===== src/rtl/mips_mem_pkg.sv =====
// rtl/mips_mem_pkg.sv - shared size codes, store FSM states and alignment helper
// Purpose: common definitions for the load extender and the store narrowing unit.
//   SZ_*           2-bit access size codes (byte/half/word/illegal)
//   store_state_e  store FSM state encoding
//   is_misaligned  1 when (size, addr[1:0]) cannot be issued as a single access
package mips_mem_pkg;

  localparam logic [1:0] SZ_BYTE = 2'b00;
  localparam logic [1:0] SZ_HALF = 2'b01;
  localparam logic [1:0] SZ_WORD = 2'b10;
  localparam logic [1:0] SZ_ILL  = 2'b11;

  typedef enum logic [1:0] {
    IDLE   = 2'd0,
    RD_REQ = 2'd1,
    WR_REQ = 2'd2,
    DONE   = 2'd3
  } store_state_e;

  function automatic logic is_misaligned(input logic [1:0] size, input logic [1:0] addr_lo);
    logic r;
    case (size)
      SZ_BYTE: r = 1'b0;
      SZ_HALF: r = addr_lo[0];
      SZ_WORD: r = (addr_lo != 2'b00);
      default: r = 1'b1;
    endcase
    return r;
  endfunction

endpackage


===== src/rtl/store_lane_align.sv =====
// rtl/store_lane_align.sv - replicates a byte/half/word onto the word lanes and builds byte enables
// Purpose: combinational lane alignment for stores.
// Ports:
//   size_i     access size code (SZ_*)
//   addr_lo_i  byte offset inside the word
//   data_i     register value, byte/half in the low bits
//   wdata_o    data replicated across all lanes it may occupy
//   be_o       lane enables, bit i = data[8i+7:8i]; zero for an illegal size
module store_lane_align
  import mips_mem_pkg::*;
#(
  parameter int BIG_ENDIAN = 0
) (
  input  logic [1:0]  size_i,
  input  logic [1:0]  addr_lo_i,
  input  logic [31:0] data_i,
  output logic [31:0] wdata_o,
  output logic [3:0]  be_o
);

  logic [3:0] le_be;

  always_comb begin
    wdata_o = 32'h0;
    le_be   = 4'b0000;
    case (size_i)
      SZ_BYTE: begin
        wdata_o = {4{data_i[7:0]}};
        le_be   = 4'b0001 << addr_lo_i;
      end
      SZ_HALF: begin
        wdata_o = {2{data_i[15:0]}};
        le_be   = addr_lo_i[1] ? 4'b1100 : 4'b0011;
      end
      SZ_WORD: begin
        wdata_o = data_i;
        le_be   = 4'b1111;
      end
      default: begin
        wdata_o = 32'h0;
        le_be   = 4'b0000;
      end
    endcase
  end

  // Replication already puts the bytes in big-endian order inside each lane pair,
  // so big-endian only needs the lane index mirrored.
  assign be_o = (BIG_ENDIAN != 0) ? {le_be[0], le_be[1], le_be[2], le_be[3]} : le_be;

endmodule


===== src/rtl/store_narrow_unit.sv =====
// rtl/store_narrow_unit.sv - narrows, aligns and writes MEM-stage stores to data memory
// Purpose: accepts a store from the EX/MEM register, rejects misaligned sizes, and drives the
//   data-memory port with a req/ack handshake (single write, or read-modify-write when the
//   memory has no byte enables).
// Ports:
//   clk, rst_n                    clock, synchronous active-low reset
//   st_valid/st_ready             store request handshake
//   st_size/st_addr/st_data       store size code, byte address, register value
//   mem_req/mem_we/mem_addr       memory request, write flag, word address
//   mem_wdata/mem_be              aligned write data and byte enables
//   mem_rdata/mem_ack             read data and request completion
//   done/misalign_err             one-cycle retire / reject pulses
module store_narrow_unit
  import mips_mem_pkg::*;
#(
  parameter int BYTE_EN_SUPPORT = 1,
  parameter int BIG_ENDIAN      = 0
) (
  input  logic        clk,
  input  logic        rst_n,
  input  logic        st_valid,
  output logic        st_ready,
  input  logic [1:0]  st_size,
  input  logic [31:0] st_addr,
  input  logic [31:0] st_data,
  output logic        mem_req,
  output logic        mem_we,
  output logic [31:0] mem_addr,
  output logic [31:0] mem_wdata,
  output logic [3:0]  mem_be,
  input  logic [31:0] mem_rdata,
  input  logic        mem_ack,
  output logic        done,
  output logic        misalign_err
);

  store_state_e state_q, state_d;
  logic         req_q, req_d;
  logic         we_q, we_d;
  logic [31:0]  addr_q, addr_d;
  logic [31:0]  wdata_q, wdata_d;
  logic [3:0]   be_q, be_d;
  logic [3:0]   lane_be_q, lane_be_d;
  logic         done_q, done_d;
  logic         mis_q, mis_d;

  logic [31:0]  align_wdata;
  logic [3:0]   align_be;
  logic [31:0]  merged;

  store_lane_align #(
    .BIG_ENDIAN(BIG_ENDIAN)
  ) u_align (
    .size_i   (st_size),
    .addr_lo_i(st_addr[1:0]),
    .data_i   (st_data),
    .wdata_o  (align_wdata),
    .be_o     (align_be)
  );

  // RMW merge: lanes being stored come from the aligned data still held in wdata_q,
  // the rest from the word just read back.
  always_comb begin
    merged = 32'h0;
    for (int i = 0; i < 4; i++) begin
      merged[i*8 +: 8] = lane_be_q[i] ? wdata_q[i*8 +: 8] : mem_rdata[i*8 +: 8];
    end
  end

  always_comb begin
    state_d   = state_q;
    req_d     = req_q;
    we_d      = we_q;
    addr_d    = addr_q;
    wdata_d   = wdata_q;
    be_d      = be_q;
    lane_be_d = lane_be_q;
    done_d    = 1'b0;
    mis_d     = 1'b0;
    case (state_q)
      IDLE: begin
        if (st_valid) begin
          if (is_misaligned(st_size, st_addr[1:0])) begin
            // Reuse DONE as the one-cycle busy slot for the reject pulse.
            mis_d   = 1'b1;
            state_d = DONE;
          end else begin
            addr_d    = {st_addr[31:2], 2'b00};
            wdata_d   = align_wdata;
            lane_be_d = align_be;
            req_d     = 1'b1;
            if (BYTE_EN_SUPPORT != 0) begin
              be_d    = align_be;
              we_d    = 1'b1;
              state_d = WR_REQ;
            end else begin
              be_d = 4'b1111;
              if (st_size == SZ_WORD) begin
                we_d    = 1'b1;
                state_d = WR_REQ;
              end else begin
                we_d    = 1'b0;
                state_d = RD_REQ;
              end
            end
          end
        end
      end
      RD_REQ: begin
        if (mem_ack) begin
          wdata_d = merged;
          we_d    = 1'b1;
          state_d = WR_REQ;
        end
      end
      WR_REQ: begin
        if (mem_ack) begin
          req_d   = 1'b0;
          we_d    = 1'b0;
          done_d  = 1'b1;
          state_d = DONE;
        end
      end
      DONE: begin
        state_d = IDLE;
      end
      default: begin
        state_d = IDLE;
      end
    endcase
  end

  always_ff @(posedge clk) begin
    if (!rst_n) begin
      state_q   <= IDLE;
      req_q     <= 1'b0;
      we_q      <= 1'b0;
      addr_q    <= 32'h0;
      wdata_q   <= 32'h0;
      be_q      <= 4'b0000;
      lane_be_q <= 4'b0000;
      done_q    <= 1'b0;
      mis_q     <= 1'b0;
    end else begin
      state_q   <= state_d;
      req_q     <= req_d;
      we_q      <= we_d;
      addr_q    <= addr_d;
      wdata_q   <= wdata_d;
      be_q      <= be_d;
      lane_be_q <= lane_be_d;
      done_q    <= done_d;
      mis_q     <= mis_d;
    end
  end

  assign st_ready     = (state_q == IDLE);
  assign mem_req      = req_q;
  assign mem_we       = we_q;
  assign mem_addr     = addr_q;
  assign mem_wdata    = wdata_q;
  assign mem_be       = be_q;
  assign done         = done_q;
  assign misalign_err = mis_q;

endmodule


===== config.mk =====
export PLATFORM = sky130hd
export DESIGN_NAME = store_narrow_unit
export DESIGN_NICKNAME = d
export VERILOG_FILES = /design/src/rtl/mips_mem_pkg.sv /design/src/rtl/store_lane_align.sv /design/src/rtl/store_narrow_unit.sv
export SDC_FILE = /design/constraint.sdc
export NUM_CORES = 1
export LEC_CHECK = 0
export BUFFER_PORTS_ARGS = -buffer_cell sky130_fd_sc_hd__buf_2
export CAP_MARGIN = 15
export CELL_PAD_IN_SITES_DETAIL_PLACEMENT = 0
export CELL_PAD_IN_SITES_GLOBAL_PLACEMENT = 1
export CORE_AREA = 3 3 109 111
export CTS_CLUSTER_DIAMETER = 30
export DETAILED_ROUTE_END_ITERATION = 7
export DIE_AREA = 0 0 112 114
export HOLD_SLACK_MARGIN = 0.06
export PLACE_DENSITY = 0.85
export SLEW_MARGIN = 15
export SYNTH_ARGS = -nofsm -noshare
export SYNTH_HDL_FRONTEND = slang
export SYNTH_SLANG_ARGS = --single-unit

===== constraint.sdc =====
create_clock -name clk -period 1.7 [get_ports clk]
set_input_delay 0.085 -clock clk [delete_from_list [all_inputs] [get_ports clk]]
set_output_delay 0.085 -clock clk [all_outputs]
set_load 0.1 [all_outputs]

## Word level (Yosys, flattened, before mapping)

Index checks and enable logic that the tools add are counted.

| cells by class | value |
|---|---|
| muxes and demuxes | 27 |
| bitwise operators | 1 |
| eq/ne operators | 13 |
| reductions and logical operators | 16 |
| shift operators | 1 |

Operators with widths:

| operator | number |
|---|---|
| 32-bit 2-to-1 mux | 3 |
| 32-bit case mux with 3 select lines | 1 |
| 32-bit case mux with 2 select lines | 1 |
| 8-bit 2-to-1 mux | 4 |
| 5-bit AND reduction | 5 |
| 2-bit != test, second input constant | 8 |
| 4-bit case mux with 3 select lines | 1 |
| 1-bit 2-to-1 mux | 9 |
| 3-bit AND reduction | 3 |
| 2-bit case mux with 4 select lines | 1 |
| 2-bit == test, second input constant | 3 |
| 2-bit 2-to-1 mux | 3 |
| 1-bit case mux with 3 select lines | 2 |
| 2-bit nonzero test | 3 |
| 2-bit by 1-bit == test with 1-bit output, second input constant | 2 |
| 2-bit zero test | 2 |
| 4-bit 2-to-1 mux | 1 |
| 4-bit AND reduction | 1 |
| 1-bit by 2-bit << shifter with 4-bit output, first input constant | 1 |
| 3-bit nonzero test | 1 |
| 1-bit case mux with 2 select lines | 1 |
| 2-bit AND reduction | 1 |
| 1-bit NOT | 1 |

| storage, ports and cells | value |
|---|---|
| word-level logic and storage cells | 69 |
| register bits | 72 |
| input bits | 102 |

## Longest topological paths before layout

| logic depth | value |
|---|---|
| word-level depth | 7 |
| mapped depth | 7 |
| mapped depth without buffers | 4 |

## By module

Synthesis repeated with hierarchy kept, for this count alone.

| unflattened totals | value |
|---|---|
| cells, all modules | 457 |
| area total of the unflattened synthesis | 3,856.2 µm² |

Modules (own cells, without submodules):

| module | sequential area each (µm²) | cells an instance | area an instance (µm²) | instances |
|---|---|---|---|---|
| store_narrow_unit | 1,441.4 | 372 | 3,374.5 | 1 |
| store_lane_align | 0.0 | 85 | 481.7 | 1 |

## Least setup slack after synthesis

OpenSTA, ideal clock, no wires.

| path | value |
|---|---|
| path type | flip-flop to flip-flop |
| from | register state_q[0] |
| to | register lane_be_q[0] |
| path slack | -1.041 ns |
| data arrival time | 2.618 ns |
| setup time | 0.124 ns |
| path buffers | 3 |
| data required time | 1.576 ns |
| stages on the path, launching flop included | 8 |
| path through | dfxtp_1 -> buf_4 -> nor2_1 -> o211ai_2 -> buf_2 -> buf_6 -> nand3_1 -> o31ai_1 |

| between the ends | value |
|---|---|
| longest elaborated chain between the ends | 2 |

RTL lines:

| what | RTL line | RTL |
|---|---|---|
| start: declaration | store_narrow_unit.sv:37 | `store_state_e state_q, state_d;` |
| start signal: assignment | store_narrow_unit.sv:145 | `state_q <= state_d;` |
| 2-bit zero test | n/a |  |
| via st_ready | store_narrow_unit.sv:22 | `output logic st_ready,` |
| 3-bit AND reduction (no source line) | n/a |  |
| end signal: assignment | store_narrow_unit.sv:151 | `lane_be_q <= lane_be_d;` |
| end: declaration | store_narrow_unit.sv:43 | `logic [3:0] lane_be_q, lane_be_d;` |

The timed path passes the listed nets, and every way through them passes these cells.
A chain may end at the register's enable or synchronous reset.

## Final worst setup path

| path | value |
|---|---|
| from | register state_q[1] |
| to | output port st_ready |

| between the ends | value |
|---|---|
| longest elaborated chain between the ends | 1 |

RTL lines:

| what | RTL line | RTL |
|---|---|---|
| 2-bit zero test | store_narrow_unit.sv:157 | `assign st_ready = (state_q == IDLE);` |
| end: declaration | store_narrow_unit.sv:22 |  |

Every way passes these cells.

==> results.json <==
{
  "status": "finished, final reports clean",
  "path_cells": "buf_4, nor2_4, buf_2",
  "clkTransAtPathRegs_ns": 0.08,
  "drv_slew": 0,
  "seq_area_um2": 1440,
  "synth_seq_cells": 72,
  "leakage_uw": 0.00256,
  "vias": 3744,
  "cap_violations": 0,
  "seq_area_frac_synth_pct": 41.1,
  "ys_warn_count": 0,
  "rsz0062_at_grt": "false",
  "intPower_uw": 3270,
  "pwr-share-clk_pct": 30.5,
  "place.gp.congestion": 0.830,
  "start_util_pct": 32.2,
  "core_area_um2": 10900,
  "final_cell_mix": "buf_2, nand2_1, dfxtp_1",
  "drive_gt1_share_pct": 35.0,
  "max_freq_mhz": 631,
  "die_area_um2": 12800,
  "finalCritPeriodShare_pct": 93.3,
  "cts_tree": "yes",
  "synth_area_um2": 3510,
  "switching_share_pct": 39.1,
  "multi_input_area_um2": 1850,
  "final_hold_viol_count": 0,
  "setup_viol": 0,
  "row_count": 38,
  "crit_slowest_cell": "buf_2",
  "avgSynthCellArea_um2": 8.51,
  "p_sw_uw": 2100,
  "ios": 175,
  "p_seq_share_pct": 35.0,
  "peakVddDrop_v": 0.000449,
  "die_w_um": 112,
  "synthCells": 412,
  "vias_per_cell": 5.01,
  "end_kind": "output port",
  "cts_root_buffer": "clkbuf_8",
  "crit_type": "reg -> out",
  "postRouteAntennaNets": 0,
  "syn_to_final_growth_pct": 45.2,
  "cp_data_required_time_ns": 1.62,
  "cp-start-kind": "register",
  "combPwrFrac_pct": 34.5,
  "dp_hpwl_mm": 8.57,
  "drc": 0,
  "clock_latency_ns": 0.35,
  "max_stage_delay_ns": 0.46,
  "cts_sinks": 72,
  "cp.arrival_ns": 1.50,
  "clockBufferDepth": 2,
  "antenna_found_initial": 2,
  "htreeDepth": 3,
  "fillCellCount": 1050,
  "grt_overflow": 0,
  "synth_cell_type_count": 31,
  "fin_crit_ns": 1.59,
  "grt_pass1_wl_mm": 19.1,
  "cts_buffers": 9,
  "finalInstanceArea_um2": 5090,
  "dpl-instance-area_um2": 4470,
  "p_per_area_nw_per_um2": 1050,
  "total_power_uw": 5370,
  "grt_max_degree": 88,
  "drt_iter0_drc": 191,
  "hold_class": "in -> reg",
  "fin_nets": 704,
  "drt_pass1_iterations": 4,
  "routed_wl_mm": 11.9,
  "first_global_vias": 3736,
  "path_max_fanout": 8,
  "wl_per_cell_um": 15.9,
  "finClkSkew_ns": 0.0127,
  "die_y_um": 114,
  "layout_commonest_cell": "buf_2",
  "track_usage_pct": 18.5,
  "port_buffers": 172
}
==> per-stage QoR <==
stage               hold slack [ns]  TNS (ns)  utilization (%)  setup WS (ns)  instances
global route                 0.0835         0             46.8        0.00385        747
detailed placement            0.331         0             41.1          0.203        693
CTS                          0.0638         0             46.7         0.0920        746
global placement              0.324         0             41.1          0.265        693
floorplan                     0.218    -0.752                -        -0.0478        413
finish                       0.0856         0             46.8          0.114        747
==> flip-flops by register name, summed over array words and instances, names as in the netlist <==
signal and flops:
lane_be_q 4, misalign_err 1, state_q 2, mem_wdata 32
done 1, mem_addr 30, mem_req 1, mem_we 1
==> cells in the mapped netlist <==
| cell | n | area [um^2] |
|---|---|---|
| buf_1 | 3 | 11.3 |
| buf_2 | 9 | 45.0 |
| dfxtp_1 | 72 | 1440 |
| mux2i_1 | 40 | 400 |
| nand2_1 | 77 | 289 |
| nor2_1 | 13 | 48.8 |
| nor2b_1 | 2 | 12.5 |
| a21o_1 | 28 | 210 |
| a221oi_1 | 2 | 17.5 |
| o211ai_2 | 1 | 12.5 |
| a21oi_1 | 6 | 30.0 |
| clkbuf_1 | 18 | 67.6 |
| o21ai_0 | 20 | 100 |
| o21ai_2 | 1 | 8.76 |
| o211ai_1 | 8 | 60.1 |
| o21ai_1 | 10 | 50.1 |
| nor4_1 | 1 | 6.26 |
| o31ai_1 | 4 | 30.0 |
| a221o_1 | 8 | 80.1 |
| o22a_1 | 1 | 8.76 |
| o221ai_1 | 16 | 140 |
| or2_2 | 5 | 31.3 |
| conb_1 | 1 | 3.75 |
| buf_4 | 4 | 30.0 |
| nand2b_1 | 4 | 25.0 |
| and2b_1 | 1 | 7.51 |
| a21oi_2 | 1 | 8.76 |
| nand3_1 | 43 | 215 |
| inv_1 | 4 | 15.0 |
| buf_6 | 8 | 90.1 |
| nor3_2 | 1 | 10.0 |
==> power groups by stage <==
stage | clock network (uW) | registers [uW] | logic, uW
after floorplan | 0 | 2720 | 617
after global placement | 0 | 1910 | 1770
after detailed placement | 0 | 1910 | 1790
after CTS | 1680 | 1880 | 1860
after global routing | 1760 | 1890 | 1960
final | 1640 | 1880 | 1850
==> per-layer routing <==
metal	vias to the layer above	track usage, %	share of wire [%]
li1	1837	-	-
met1	1747	21.3	41
met2	150	31.9	49
met3	8	7.27	9.1
met4	2	5.45	0.76
met5	-	0	0.11
==> critical path: cells and delay by family (launching register included) <==
family,cells,cell delay [ns]
flops,1,0.37
buf+inv,2,0.65
simple gates,1,0.14
==> path summary, 6_finish.rpt <==
check	startpoint	endpoint	slack (ns)	depth (start not counted)
hold reg to reg	mem_addr[28]	mem_addr[28]	0.46	2
setup / recovery	state_q[1]	st_ready	0.11	3
setup reg to reg	state_q[0]	mem_wdata[7]	0.18	5
hold / removal	mem_rdata[4]	mem_wdata[4]	0.09	4
==> layout make-up <==
cell class,instances,area share (%)
Clock inverter,5,2.09
Timing Repair Buffer,220,26.9
Clock buffer,10,2.51
Multi-Input combinational cell,295,36.4
Tap cell,140,3.44
Antenna cell,1,0.0492
Inverter,4,0.295
Sequential cell,72,28.3
==> cells by family (layout without fill, tap and decap cells) <==
group / count (synthesis) / in the layout / share of synthesized area (%)
compound gates: 106 / 106 / 21.6
buf+inv: 46 / 239 / 7.38
mux: 40 / 40 / 11.4
other cells: 1 / 3 / 0.107
simple gates: 147 / 147 / 18.4
flops: 72 / 72 / 41.1
==> what timing repair did <==
item / CTS / global route
hold buffers: 38 / 0
endpoints found under the hold margin: 39 / 0
resized for setup: 0 / 0
buffers inserted: 0 / 0
(Power assumes the default switching activity.)
